**config.mk**
```make
export PLATFORM = sky130hd
export DESIGN_NAME = vec_dot_ctrl_flat
export DESIGN_NICKNAME = d
export VERILOG_FILES = /design/src/rtl/vec_pkg.sv /design/src/rtl/vec_dot_ctrl_if.sv /design/src/rtl/vdc_lat_tracker.sv /design/src/rtl/vec_dot_ctrl.sv /design/src/flat_wrapper.sv
export SDC_FILE = /design/constraint.sdc
export NUM_CORES = 1
export LEC_CHECK = 0
export BUFFER_PORTS_ARGS = -buffer_cell sky130_fd_sc_hd__clkbuf_2
export CAP_MARGIN = 0
export CORE_AREA = 2 2 122 124
export CTS_BUF_LIST = sky130_fd_sc_hd__clkbuf_4 sky130_fd_sc_hd__clkbuf_8 sky130_fd_sc_hd__clkbuf_16
export DETAILED_ROUTE_END_ITERATION = 7
export DIE_AREA = 0 0 124 126
export PLACE_DENSITY = 0.57
export REMOVE_ABC_BUFFERS = 1
export SYNTH_ARGS = -nofsm -noshare
export SYNTH_HDL_FRONTEND = slang
export SYNTH_SLANG_ARGS = --single-unit
```
**constraint.sdc**
```tcl
create_clock -name clk -period 6.8 [get_ports clk]
set_input_delay 1.02 -clock clk [delete_from_list [all_inputs] [get_ports clk]]
set_output_delay 1.02 -clock clk [all_outputs]
set_load 0.05 [all_outputs]
```
**src/rtl/vec_pkg.sv**
```systemverilog
// Shared types and width helpers for the vec_mul datapath and the controllers that feed it.
package vec_pkg;

  typedef enum logic [1:0] {
    IDLE  = 2'd0,
    LOAD  = 2'd1,
    DRAIN = 2'd2,
    DONE  = 2'd3
  } vdc_state_e;

  // Full-precision width of one C-element chunk product sum.
  function automatic int vec_w_p(input int c, input int w_x, input int w_k);
    return w_x + w_k + $clog2(c);
  endfunction

  function automatic int vec_w_acc(input int c, input int w_x, input int w_k, input int max_chunks);
    return vec_w_p(c, w_x, w_k) + $clog2(max_chunks);
  endfunction

endpackage

```
**src/rtl/vec_dot_ctrl_if.sv**
```systemverilog
// Bundle of the command, chunk, datapath and result ports of vec_dot_ctrl.
interface vec_dot_ctrl_if
  import vec_pkg::*;
#(
  parameter int C          = 8,
  parameter int W_X        = 8,
  parameter int W_K        = 8,
  parameter int MAX_CHUNKS = 16
);
  localparam int W_P   = vec_w_p(C, W_X, W_K);
  localparam int W_CNT = $clog2(MAX_CHUNKS + 1);
  localparam int W_ACC = vec_w_acc(C, W_X, W_K, MAX_CHUNKS);

  // Handshakes: a transfer happens on the rising edge where valid && ready;
  // the producer holds its payload stable while valid is high and ready is low.
  logic                          cmd_valid;
  logic                          cmd_ready;
  logic [W_CNT-1:0]              cmd_chunks;
  logic                          in_valid;
  logic                          in_ready;
  logic [C-1:0][W_K-1:0]         in_k;
  logic [C-1:0][W_X-1:0]         in_x;
  logic                          dp_en;
  logic [C-1:0][W_K-1:0]         dp_k;
  logic [C-1:0][W_X-1:0]         dp_x;
  logic signed [W_P-1:0]         dp_y;
  logic                          res_valid;
  logic                          res_ready;
  logic signed [W_ACC-1:0]       res_data;
  logic                          busy;

  modport slave (
    input  cmd_valid, cmd_chunks, in_valid, in_k, in_x, dp_y, res_ready,
    output cmd_ready, in_ready, dp_en, dp_k, dp_x, res_valid, res_data, busy
  );

  modport master (
    output cmd_valid, cmd_chunks, in_valid, in_k, in_x, dp_y, res_ready,
    input  cmd_ready, in_ready, dp_en, dp_k, dp_x, res_valid, res_data, busy
  );

endinterface

```
**src/rtl/vdc_lat_tracker.sv**
```systemverilog
// Valid shift register that mirrors the datapath latency: a bit pushed at issue
// pops out in the cycle the matching partial sum is valid.
module vdc_lat_tracker #(
  parameter int DEPTH = 1
) (
  input  logic clk,
  input  logic rst,
  input  logic in_i,
  output logic out_o,
  output logic pending_o
);
  localparam logic [DEPTH-1:0] LOW_MASK = {DEPTH{1'b1}} >> 1;

  logic [DEPTH-1:0] sr_q;
  logic [DEPTH-1:0] sr_d;

  always_comb begin
    sr_d = DEPTH'({sr_q, in_i});
  end

  always_ff @(posedge clk) begin
    if (rst) sr_q <= '0;
    else     sr_q <= sr_d;
  end

  // pending_o: something is still in flight beyond the stage popping out now.
  assign out_o     = sr_q[DEPTH-1];
  assign pending_o = |(sr_q & LOW_MASK);

endmodule

```
**src/rtl/vec_dot_ctrl.sv**
```systemverilog
// Sequencer for the vec_mul dot-product datapath: streams chunks, tracks in-flight
// partial sums and accumulates them into one full-precision signed result.
module vec_dot_ctrl
  import vec_pkg::*;
#(
  parameter int C          = 8,
  parameter int W_X        = 8,
  parameter int W_K        = 8,
  parameter int MAX_CHUNKS = 16,
  parameter int DP_LAT     = 1
) (
  input  logic             clk,
  input  logic             rst,
  vec_dot_ctrl_if.slave    bus,
  output vdc_state_e       dbg_state
);
  localparam int W_P   = vec_w_p(C, W_X, W_K);
  localparam int W_CNT = $clog2(MAX_CHUNKS + 1);
  localparam int W_ACC = vec_w_acc(C, W_X, W_K, MAX_CHUNKS);
  localparam logic [W_CNT-1:0] MAX_N = W_CNT'(MAX_CHUNKS);

  vdc_state_e              state_q, state_d;
  logic [W_CNT-1:0]        n_q, n_d;
  logic [W_CNT-1:0]        issued_q, issued_d;
  logic signed [W_ACC-1:0] acc_q, acc_d;

  logic [W_CNT-1:0]        cmd_n;
  logic                    cmd_take;
  logic                    in_rdy;
  logic                    accept;
  logic                    last_accept;
  logic                    trk_out;
  logic                    trk_pending;
  logic signed [W_ACC-1:0] dp_y_ext;

  assign cmd_n       = (bus.cmd_chunks > MAX_N) ? MAX_N : bus.cmd_chunks;
  assign cmd_take    = (state_q == IDLE) && bus.cmd_valid && !rst;
  assign in_rdy      = (state_q == LOAD) && (issued_q < n_q) && !rst;
  assign accept      = in_rdy && bus.in_valid;
  assign last_accept = accept && ((issued_q + W_CNT'(1)) == n_q);
  assign dp_y_ext    = {{(W_ACC-W_P){bus.dp_y[W_P-1]}}, bus.dp_y};
  assign dbg_state   = state_q;

  vdc_lat_tracker #(.DEPTH(DP_LAT)) u_trk (
    .clk       (clk),
    .rst       (rst),
    .in_i      (accept),
    .out_o     (trk_out),
    .pending_o (trk_pending)
  );

  always_ff @(posedge clk) begin
    if (rst) begin
      state_q  <= IDLE;
      n_q      <= '0;
      issued_q <= '0;
      acc_q    <= '0;
    end else begin
      state_q  <= state_d;
      n_q      <= n_d;
      issued_q <= issued_d;
      acc_q    <= acc_d;
    end
  end

  // DRAIN may leave while the final partial sum is still being captured this
  // cycle; dp_en stays high for that capture because we are still in DRAIN.
  always_comb begin
    state_d = state_q;
    case (state_q)
      IDLE:    if (cmd_take) state_d = (cmd_n == '0) ? DONE : LOAD;
      LOAD:    if (last_accept) state_d = DRAIN;
      DRAIN:   if (!trk_pending) state_d = DONE;
      DONE:    if (bus.res_ready) state_d = IDLE;
      default: state_d = IDLE;
    endcase
  end

  always_comb begin
    n_d      = n_q;
    issued_d = issued_q;
    acc_d    = acc_q;
    if (cmd_take) begin
      n_d      = cmd_n;
      issued_d = '0;
      acc_d    = '0;
    end
    if (accept)  issued_d = issued_q + W_CNT'(1);
    if (trk_out) acc_d    = acc_q + dp_y_ext;
  end

  // Operands are gated by the accept strobe so a bubble issues a zero product.
  always_comb begin
    bus.cmd_ready = (state_q == IDLE) && !rst;
    bus.in_ready  = in_rdy;
    bus.dp_en     = (state_q == LOAD) || (state_q == DRAIN);
    bus.dp_k      = accept ? bus.in_k : '0;
    bus.dp_x      = accept ? bus.in_x : '0;
    bus.res_valid = (state_q == DONE);
    bus.res_data  = (state_q == DONE) ? acc_q : '0;
    bus.busy      = (state_q != IDLE);
  end

endmodule

```
**src/flat_wrapper.sv**
```systemverilog
// flat-port wrapper written by rule: the top's interface ports become plain ports
module vec_dot_ctrl_flat import vec_pkg::*;
#(
  parameter int C          = 8,
  parameter int W_X        = 8,
  parameter int W_K        = 8,
  parameter int MAX_CHUNKS = 16,
  parameter int DP_LAT     = 1
)
  (clk, rst, dbg_state, bus_cmd_valid, bus_cmd_chunks, bus_in_valid, bus_in_k, bus_in_x, bus_dp_y, bus_res_ready, bus_cmd_ready, bus_in_ready, bus_dp_en, bus_dp_k, bus_dp_x, bus_res_valid, bus_res_data, bus_busy);
  vec_dot_ctrl_if #(.C(C), .W_X(W_X), .W_K(W_K), .MAX_CHUNKS(MAX_CHUNKS)) bus_i ();
  input  logic clk;
  input  logic rst;
  output vdc_state_e dbg_state;
  input wire logic [$bits(bus_i.cmd_valid)-1:0] bus_cmd_valid;
  input wire logic [$bits(bus_i.cmd_chunks)-1:0] bus_cmd_chunks;
  input wire logic [$bits(bus_i.in_valid)-1:0] bus_in_valid;
  input wire logic [$bits(bus_i.in_k)-1:0] bus_in_k;
  input wire logic [$bits(bus_i.in_x)-1:0] bus_in_x;
  input wire logic [$bits(bus_i.dp_y)-1:0] bus_dp_y;
  input wire logic [$bits(bus_i.res_ready)-1:0] bus_res_ready;
  output wire logic [$bits(bus_i.cmd_ready)-1:0] bus_cmd_ready;
  output wire logic [$bits(bus_i.in_ready)-1:0] bus_in_ready;
  output wire logic [$bits(bus_i.dp_en)-1:0] bus_dp_en;
  output wire logic [$bits(bus_i.dp_k)-1:0] bus_dp_k;
  output wire logic [$bits(bus_i.dp_x)-1:0] bus_dp_x;
  output wire logic [$bits(bus_i.res_valid)-1:0] bus_res_valid;
  output wire logic [$bits(bus_i.res_data)-1:0] bus_res_data;
  output wire logic [$bits(bus_i.busy)-1:0] bus_busy;
  assign bus_i.cmd_valid = bus_cmd_valid;
  assign bus_i.cmd_chunks = bus_cmd_chunks;
  assign bus_i.in_valid = bus_in_valid;
  assign bus_i.in_k = bus_in_k;
  assign bus_i.in_x = bus_in_x;
  assign bus_i.dp_y = bus_dp_y;
  assign bus_i.res_ready = bus_res_ready;
  assign bus_cmd_ready = bus_i.cmd_ready;
  assign bus_in_ready = bus_i.in_ready;
  assign bus_dp_en = bus_i.dp_en;
  assign bus_dp_k = bus_i.dp_k;
  assign bus_dp_x = bus_i.dp_x;
  assign bus_res_valid = bus_i.res_valid;
  assign bus_res_data = bus_i.res_data;
  assign bus_busy = bus_i.busy;
  vec_dot_ctrl #(.C(C), .W_X(W_X), .W_K(W_K), .MAX_CHUNKS(MAX_CHUNKS), .DP_LAT(DP_LAT)) u_core (.clk(clk), .rst(rst), .bus(bus_i), .dbg_state(dbg_state));
endmodule
```
==> metrics.txt <==
outcome finished, final reports clean; most frequent cells in the layout 313 x clkbuf_2, 131 x and3_1, 42 x nand2_1; minimum clock period between 4000 and 5000 ps; Max IR drop VDD about 0.00012 V; hold endpoint u_core.acc_q[17]; fillers about 1600; Initial Util 25.7%; Slew @ Worst Pin 1050 ps; share of layout cells above drive strength 1 40.5%; leakage 3.42 nW; die height 126 um; setup TNS 0 ps; sequential cell area 721 um^2; most common cell after layout, fill and taps aside clkbuf_2; number of remaining DRC errors 0; wire per inst 20.2 um; Cells after DPL 981; via count about 4900; row cnt 44; RSZ-0062 raised after global routing no; wire length on met1 between 9000 and 10000 um; WS Path Type primary input to output port; vias in the first global route 4331; Synth-to-Final Area Change 50.0%; post-route insts no fill between 900 and 1000; fmax between 200 and 250 MHz; CP dominant cell by count clkbuf_2; WL met3 2330 um; reg2reg setup slack 3350 ps; final worst setup slack 2630 ps; worst path cell trace clkbuf_2 -> nor3b_1 -> and3_4 -> and3_1 -> clkbuf_2; Worst Hold Class register to register; vias per cell 4.97; Num CTS Buffers 5; input/output buffers 314; largest net degree at the start of global routing 132; met2 wire length 8030 um; Power Density 154 nW/um^2; CTS tree yes; endpoint class of the critical path output port; number of synthesized register bits 36; Worst EP arrival between 3000 and 4000 ps; DR iter-0 viols 400; clock sinks 36; Place WS ~2700 ps; synth warn 0; share of the core filled with cells roughly two fifths; Crit path largest cell delay 890 ps; final wirelength 20000 um; DIE WIDTH between 100 and 150 um; Cell variety after synth 43; Hold Crit Start u_core.acc_q[17]; Reg2Reg Depth 10; Clock Skews 6.91 ps; worst-case clock buffer depth 2; Crit-path slowest cell and3_4; Worst Path Required 5780 ps; DR top layer met5; Clock Pin Slew Worst Setup and Hold Paths roughly 60 ps; Reg-to-Reg Start u_core.n_q[1]; worst-skew pair later-pin latency 280 ps; final-report hold violation count 0; MaxCap Viol Count 0; core box area 14300 um^2; Routed Antenna Nets 0; grt ovf 0; Design Area, Final 5520 um^2; area of the multi-input gates 2770 um^2; post-synthesis sequential area ratio 19.6%; GP Congestion 0.896; startpoint type of the worst setup path primary input; setup bufs post-CTS 0; Avg Cell Area, Syn ~7.1 um^2; CTS-repair resized insts 0; Root Buffer clkbuf_16; CP max FO between 100 and 150; max-slew violation count 0; Final #Nets about 1000; crit path launch rst; DR pass1 iterations 5; final setup fails 0; mapped cell area around 3700 um^2; Synth Instances 519; Final HPWL DP 16700 um; H-tree depth 2; Worst Hold Margin about 480 ps; initial antenna violation count 8; first-pass GRT wire length about 28000 um; number of I/O pins 315; area post-placement 5360 um^2; die area roughly 16000 um^2; hold path depth 2; Total Routing Usage GR 24.1%; Rel. slew slack 30.3%; Tcrit/Tclk final 61.4%; post-cts hold buffer count 0; Crit Reg-Reg Endpoint u_core.dbg_state[1]; Tot Pwr roughly 0.85 mW
-- cells in the mapped netlist --
| master | number | area (um^2) |
|---|---|---|
| nand3_1 | 8 | 40.0 |
| a21boi_0 | 1 | 7.51 |
| or2_2 | 1 | 6.26 |
| o21bai_1 | 5 | 37.5 |
| nand2b_1 | 3 | 18.8 |
| or3_1 | 4 | 25.0 |
| nor2b_1 | 6 | 37.5 |
| nor3b_1 | 6 | 45.0 |
| a22oi_1 | 1 | 7.51 |
| a22o_1 | 1 | 8.76 |
| o2111ai_1 | 1 | 8.76 |
| o211ai_1 | 3 | 22.5 |
| clkbuf_1 | 38 | 143 |
| xor2_1 | 9 | 78.8 |
| nand4b_1 | 1 | 8.76 |
| o21ba_2 | 1 | 10.0 |
| nand3b_1 | 3 | 22.5 |
| a2bb2oi_1 | 1 | 8.76 |
| o311a_1 | 1 | 10.0 |
| nand2_1 | 42 | 158 |
| nand4_1 | 1 | 6.26 |
| a221o_1 | 1 | 10.0 |
| o21a_1 | 5 | 37.5 |
| a21oi_1 | 36 | 180 |
| dfxtp_1 | 36 | 721 |
| inv_1 | 14 | 52.6 |
| fa_1 | 1 | 20.0 |
| and3_1 | 132 | 826 |
| o21ai_0 | 23 | 115 |
| a222oi_1 | 1 | 10.0 |
| a211oi_1 | 3 | 22.5 |
| a32oi_1 | 1 | 8.76 |
| a21o_1 | 7 | 52.6 |
| ha_1 | 33 | 413 |
| nor2_1 | 38 | 143 |
| nor3_1 | 5 | 25.0 |
| a211o_1 | 1 | 8.76 |
| o221ai_1 | 1 | 8.76 |
| a31oi_1 | 2 | 12.5 |
| a311oi_1 | 2 | 17.5 |
| and2_1 | 26 | 163 |
| xnor2_1 | 13 | 114 |
| o31ai_1 | 1 | 7.51 |
-- state kept, by name (all words and copies together) (netlist names) --
signal / flops
u_core.acc_q: 23
u_core.n_q: 5
u_core.issued_q: 5
u_core.dbg_state: 2
u_core.u_trk.out_o: 1
-- power breakdown --
group	internal (mW)	switching, mW	total [mW]
Clock	0.154	0.0899	0.244
Combinational	0.108	0.263	0.371
Sequential	0.221	0.0125	0.234
-- per-layer routing --
layer	GRT usage [%]	vias to the layer above
met4	1.98	8
met1	36.6	2254
met3	8.70	19
met5	0	-
met2	33.8	237
li1	-	2409
-- how the worst max path moves through the flow --
stage	endpoint	cells past startpoint
finish	bus_dp_k[50]	5
global route	bus_dp_x[29]	5
CTS	bus_dp_x[44]	5
detailed placement	bus_dp_x[44]	5
global placement	bus_dp_x[44]	5
floorplan	bus_dp_k[0]	3
-- logic make-up (layout without fill, tap and decap cells) --
kind of cell	count (synthesis)	after routing	share of synthesized area (%)
flip-flops	36	36	19.6
XOR/XNOR	22	22	5.24
AND/OR/NAND/NOR	276	276	41.4
buffers and inverters	52	337	5.31
adder cells (fa/ha/maj)	34	34	11.8
AO/OA/AOI/OAI	99	99	16.7
other	0	3	0
-- area by class of cell --
cell class / count / share of cell area (%)
inverters: 14 / 0.952
multi-input cells: 431 / 50.2
well taps: 184 / 4.17
repair buffers: 316 / 28.8
diodes: 3 / 0.136
flip-flops and latches: 36 / 13.1
clock buffers: 7 / 2.77
-- critical path, delay by kind of cell --
family / cells / cell delay, ps
buf+inv: 2 / 600
simple gates: 3 / 1450
(Power assumes the default switching activity.)
